$ cat config.mk
export PLATFORM = sky130hd
export DESIGN_NAME = rd_responder
export DESIGN_NICKNAME = d
export VERILOG_FILES = /design/src/rtl/rd_rsp_pkg.sv /design/src/rtl/rd_rsp_regfile.sv /design/src/rtl/rd_responder.sv
export SDC_FILE = /design/constraint.sdc
export NUM_CORES = 1
export LEC_CHECK = 0
export CAP_MARGIN = 20
export CORE_MARGIN = 2
export CORE_UTILIZATION = 50
export DETAILED_ROUTE_END_ITERATION = 8
export PLACE_DENSITY = 0.7
export SLEW_MARGIN = 20
export SYNTH_ARGS = -nofsm -noshare
export SYNTH_HDL_FRONTEND = slang
export SYNTH_SLANG_ARGS = --single-unit
$ cat constraint.sdc
create_clock -name clk -period 2.6 [get_ports clk]
set_clock_uncertainty 0.1 [all_clocks]
set_input_delay 0.26 -clock clk [delete_from_list [all_inputs] [get_ports clk]]
set_output_delay 0.26 -clock clk [all_outputs]
set_load 0.05 [all_outputs]
$ cat src/rtl/rd_rsp_pkg.sv
// rd_rsp_pkg -- shared definitions for the rd_responder read-side responder.
//   rd_state_t   : responder FSM state encoding (IDLE / WAIT / READY)
//   DEF_DW       : default memory word / rdata width
//   DEF_AW       : default address width (depth = 2**AW)
//   DEF_WAIT_CYC : default number of wait cycles per read (0..15)
//   CNT_W        : width of the wait-cycle counter
package rd_rsp_pkg;

    typedef enum logic [1:0] {
        IDLE  = 2'b00,
        WAIT  = 2'b01,
        READY = 2'b10
    } rd_state_t;

    localparam int DEF_DW       = 8;
    localparam int DEF_AW       = 4;
    localparam int DEF_WAIT_CYC = 2;
    localparam int CNT_W        = 4;

endpackage

$ cat src/rtl/rd_rsp_regfile.sv
// rd_rsp_regfile -- small 2**AW x DW register-file memory behind rd_responder.
// Every word is cleared by the asynchronous reset, so this is built from
// flops rather than block RAM.
// Ports:
//   clk    in  : clock
//   rst_n  in  : asynchronous active-low reset, clears all words to 0
//   we     in  : write enable
//   waddr  in  : write address
//   wdata  in  : write data
//   raddr  in  : read address
//   rdata  out : combinational read data, mem[raddr] (pre-write value on a
//                same-cycle write)
module rd_rsp_regfile
    import rd_rsp_pkg::*;
#(
    parameter int DW = DEF_DW,
    parameter int AW = DEF_AW
) (
    input  logic          clk,
    input  logic          rst_n,
    input  logic          we,
    input  logic [AW-1:0] waddr,
    input  logic [DW-1:0] wdata,
    input  logic [AW-1:0] raddr,
    output logic [DW-1:0] rdata
);

    localparam int DEPTH = 2 ** AW;

    logic [DW-1:0] mem_reg [DEPTH];

    genvar gi;
    generate
        for (gi = 0; gi < DEPTH; gi++) begin : g_word
            always_ff @(posedge clk or negedge rst_n) begin
                if (!rst_n) begin
                    mem_reg[gi] <= '0;
                end else if (we && (waddr == AW'(gi))) begin
                    mem_reg[gi] <= wdata;
                end
            end
        end
    endgenerate

    assign rdata = mem_reg[raddr];

endmodule

$ cat src/rtl/rd_responder.sv
// rd_responder -- read-side responder for the go/rd/ws/ds read handshake.
// Holds ws high while a read is pending, inserts WAIT_CYC wait cycles, then
// presents the addressed word on rdata and drops ws until rd falls.
// Optional feature macro: RD_RSP_PARITY_EN adds the registered even-parity
// output rpar.
// Ports:
//   clk    in  : clock, all state on rising edge
//   rst_n  in  : asynchronous active-low reset
//   rd     in  : read request, held high for the whole transaction
//   addr   in  : read address, captured when rd is first seen in IDLE
//   we     in  : memory write enable
//   waddr  in  : memory write address
//   wdata  in  : memory write data
//   ws     out : wait state / not ready, low only in READY
//   rdata  out : registered read data, held until the next completed read
//   rpar   out : even parity of rdata (RD_RSP_PARITY_EN only)
module rd_responder
    import rd_rsp_pkg::*;
#(
    parameter int DW       = DEF_DW,
    parameter int AW       = DEF_AW,
    parameter int WAIT_CYC = DEF_WAIT_CYC
) (
    input  logic          clk,
    input  logic          rst_n,
    input  logic          rd,
    input  logic [AW-1:0] addr,
    input  logic          we,
    input  logic [AW-1:0] waddr,
    input  logic [DW-1:0] wdata,
    output logic          ws,
    output logic [DW-1:0] rdata
`ifdef RD_RSP_PARITY_EN
    ,
    output logic          rpar
`endif
);

    localparam logic [CNT_W-1:0] WAIT_INIT = CNT_W'(WAIT_CYC);

    rd_state_t         state_reg;
    logic [CNT_W-1:0]  cnt_reg;
    logic [AW-1:0]     addr_reg;
    logic [DW-1:0]     rdata_reg;
    logic              ws_reg;
    logic [AW-1:0]     mem_raddr;
    logic [DW-1:0]     mem_rdata;
    logic              load_rdata;

    // In IDLE the live address feeds the memory so a zero-wait read can load
    // rdata on the capture edge; afterwards the captured address is used.
    assign mem_raddr = (state_reg == IDLE) ? addr : addr_reg;

    // rdata is loaded exactly on the READY-entry edge. Because the memory read
    // is combinational, a write on that same edge is not yet visible.
    assign load_rdata = rd &&
                        (((state_reg == IDLE) && (WAIT_INIT == '0)) ||
                         ((state_reg == WAIT) && (cnt_reg == CNT_W'(1))));

    rd_rsp_regfile #(
        .DW (DW),
        .AW (AW)
    ) u_regfile (
        .clk   (clk),
        .rst_n (rst_n),
        .we    (we),
        .waddr (waddr),
        .wdata (wdata),
        .raddr (mem_raddr),
        .rdata (mem_rdata)
    );

`ifdef RD_RSP_PARITY_EN
    logic rpar_reg;
`endif

    always_ff @(posedge clk or negedge rst_n) begin
        if (!rst_n) begin
            state_reg <= IDLE;
            cnt_reg   <= '0;
            addr_reg  <= '0;
            rdata_reg <= '0;
            ws_reg    <= 1'b1;
`ifdef RD_RSP_PARITY_EN
            rpar_reg  <= 1'b0;
`endif
        end else begin
            case (state_reg)
                IDLE: begin
                    if (rd) begin
                        addr_reg <= addr;
                        if (WAIT_INIT == '0) begin
                            state_reg <= READY;
                            ws_reg    <= 1'b0;
                        end else begin
                            state_reg <= WAIT;
                            cnt_reg   <= WAIT_INIT;
                        end
                    end
                end
                WAIT: begin
                    // Counter stops at 1 so it never wraps.
                    if (cnt_reg > CNT_W'(1)) begin
                        cnt_reg <= cnt_reg - CNT_W'(1);
                    end
                    if (!rd) begin
                        state_reg <= IDLE;
                    end else if (cnt_reg == CNT_W'(1)) begin
                        state_reg <= READY;
                        ws_reg    <= 1'b0;
                    end
                end
                READY: begin
                    if (!rd) begin
                        state_reg <= IDLE;
                        ws_reg    <= 1'b1;
                    end
                end
                default: begin
                    state_reg <= IDLE;
                    ws_reg    <= 1'b1;
                end
            endcase

            if (load_rdata) begin
                rdata_reg <= mem_rdata;
`ifdef RD_RSP_PARITY_EN
                rpar_reg  <= ^mem_rdata;
`endif
            end
        end
    end

    assign ws    = ws_reg;
    assign rdata = rdata_reg;
`ifdef RD_RSP_PARITY_EN
    assign rpar  = rpar_reg;
`endif

endmodule

==> summary.txt <==
Synth
  – Seq/Total Area, Yosys: 50.7%
  – Synth Flop Type: dfrtp_1
  – Post-synth EDFFs: 0
  – Post-Syn Instances: roughly 610
  – Cell area after synthesis: a little over 7000 um2
  – Top cell type's share of synthesized area: between 50% and 60%
  – Synth area leader: dfrtp_1
  – Post-Syn Area per Cell: 12.0 um2
  – Async SR Flop Fraction: 100%
  – Syn Nets: around 630
  – Distinct cell type count after synthesis: 46
  – Yosys warns: 0
  – Synthesized flop and latch total: approximately 150
  – Ranking of synthesized cells by area: dfrtp_1 (50%), mux2_2 (21%), mux2i_1 (6.9%)

STA
  – Hold Fails Final Rpt: 0
  – Final setup margin: 173 ps
  – Slew Viols, Final: 0
  – Unrepaired setup endpoints after global routing: no
  – Number of endpoints failing setup at the final stage: 0
  – Tmin final: around 2400 ps
  – TNS Setup: 0 ps
  – Relative slew slack: 49.1%
  – Fin crit share: between 90% and 100%
  – Hold_ws: about 250 ps
  – Worst-Margin Slew: ~760 ps
  – Fmax: roughly 0.41 GHz

Die
  – Starting Density: between 50 and 60%
  – Core area: around 14000 um2
  – Die footprint: 15500 um2
  – Ports: 29
  – Chip width: ~120 um
  – Row count: 44
  – Die H: between 100 and 150 um

Final layout
  – Area growth syn-to-layout: 18.0%
  – N_diodes: 0
  – Final Net Count: about 670
  – Finished Layout Cells: 845
  – Register area: about 3700 um2
  – Share of layout cells above drive strength 1: around a third
  – Largest register FFs: 128
  – Filler cells: 1150
  – Area of the multi-input gates: 3420 um2

Drt
  – Vias: 5081
  – Final wirelength: between 15000 and 20000 um
  – Routed vias/inst: 6.01
  – Drc violations: 0
  – Drt pass-1 iters: 5
  – Wire length per cell: approximately 21 um
  – Detail Route Antenna Nets: 0
  – Starting DRC count in detailed routing: between 300 and 400

Critical path
  – Critical path endpoint category: register
  – FF-to-FF End: rdata[7]
  – Crit path max-delay cell type: or2_0
  – CP required: approximately 2900 ps
  – Critical path arrival: ~2700 ps
  – Worst setup SP type: register
  – Reg2reg setup slack: between 150 and 200 ps
  – Worst Path Max Fanout: 8
  – R2R depth: 7
  – Reg-to-Reg Start: cnt_reg[1]
  – CP max stage delay: roughly 520 ps
  – Crit path cell chain: inv_1 > ha_1 > and4bb_2 > nand3_1 > or2_0 > o41ai_1 > a31o_1
  – Crit path kind: reg2reg

Power
  – PwrDens: a little under 1000 nW/um2
  – LEAKAGE: between 3 and 4 nW
  – Worst VDD drop: about 0.58 mV
  – Total power: ~0.0083 W

Hold path
  – Worst min path class: in2async

Global routing
  – Number of global-route vias before repair: approximately 5400
  – Initial antenna violation count: 0
  – First-pass GRT wire length: 29200 um
  – Total grt overflow: 0
  – Overall routing resource usage: between 20% and 30%
  – Largest net degree at the start of global routing: between 60 and 70

Clocking
  – H-tree Lvls: 4
  – Clock Sinks: 147
  – CTS tree: yes
  – Root buf cell: clkbuf_16
  – Clock buffer depth: 2
  – CTS buffer count: 17
  – Clk Latency, worst-skew pair: 430 ps
  – Clk pin slew, worst setup/hold paths: ~60 ps

Placed design
  – Hpwl dp: between 10000 and 15000 um
  – DP Worst Slack: between 100 and 150 ps
  – PortBufs: 28
  – # placed instances: 813
  – Gpl congestion: around 0.8

Job
  – Max-Cap Viols: 0

Status
  – Status: finished, final reports clean
[synthesized netlist by cell type (all sizes together) (4+ instances only)]
library cell	number
a211oi	8
a31o	9
a31oi	9
a32oi	8
and3	16
buf	14
clkbuf	22
dfrtp	146
inv	4
mux2	136
mux2i	50
nand2	63
nand2b	10
nand3	18
nor2	31
o21ai	12
o32ai	8
o41ai	8
[layout by cell type, fill, tap and decap left out, types with 3 or more instances in the layout]
cell / n
o32ai_1: 8
o41ai_2: 7
buf_4: 29
a32oi_1: 8
mux2i_1: 50
a211oi_1: 8
nor2_1: 31
a31oi_1: 8
inv_1: 4
a21oi_1: 3
dfrtp_1: 146
or3_1: 3
a31o_1: 8
o21ai_0: 11
and3_1: 16
clkdlybuf4s50_1: 27
a22o_1: 3
clkinv_4: 3
buf_12: 3
nand2_1: 63
nand3_1: 18
clkbuf_16: 17
bufinv_16: 5
nand2b_1: 10
mux2_2: 135
[cell type report]
cell class | instances | share of cell area [%]
sequential | 147 | 42.9
multi-input combinational | 418 | 39.9
timing repair buffer | 61 | 6.64
clock buffer | 20 | 5.33
tap | 184 | 2.69
clock inverter | 11 | 2.32
inverter | 4 | 0.175
[per-layer routing]
layer | part of all wire (%) | global-route usage (%) | vias up
li1 | - | - | 2301
met1 | 45 | 32.3 | 2627
met2 | 49 | 38.9 | 130
met3 | 5.1 | 6.31 | 23
met4 | 1.6 | 6.74 | 0
met5 | 0 | 0 | -
[stage by stage]
step | area, um2 | util [%]
after detailed placement | 7890 | 54.9
after global routing | 8570 | 59.6
after CTS | 8560 | 59.6
after floorplan | 7260 | -
final | 8570 | 59.6
after global placement | 7890 | 54.9
[worst max path at each step]
stage | endpoint | startpoint
6_report | rdata[7] | cnt_reg[1]
5_1_grt | rdata[7] | cnt_reg[1]
4_1_cts | rdata[7] | state_reg[0]
3_5_place_dp | rdata[4] | addr[2]
3_3_place_gp | rdata[6] | addr[1]
2_1_floorplan | rdata[0] | cnt_reg[1]
[critical path: cells and delay by family (launching register included)]
kind | cells | cell delay [ps]
simple gates | 3 | 950
compound gates | 2 | 650
flops | 1 | 380
fa+ha+maj | 1 | 180
buf+inv | 1 | 120
[report_power, final]
group | internal [W] | switching, W
Clock | 0.00176 | 0.000972
Combinational | 0.00109 | 0.00125
Sequential | 0.00285 | 0.000386
[cells by family (layout without fill, tap and decap cells)]
logic type / count (synthesis) / count (layout) / synth area share, %
buf+inv: 40 / 96 / 2.43
fa+ha+maj: 2 / 2 / 0.344
simple gates: 157 / 157 / 10.3
compound gates: 73 / 73 / 8.25
flops: 147 / 147 / 50.7
mux: 186 / 186 / 28.0
[what timing repair did]
action / CTS / global route
hold endpoints to repair: 52 / 0
setup endpoints to repair: 0 / 1
hold buffers: 1 / 0
gates resized for setup: 0 / 1
buffers inserted: 0 / 0
Note: power is estimated with default switching activity, not from simulation.
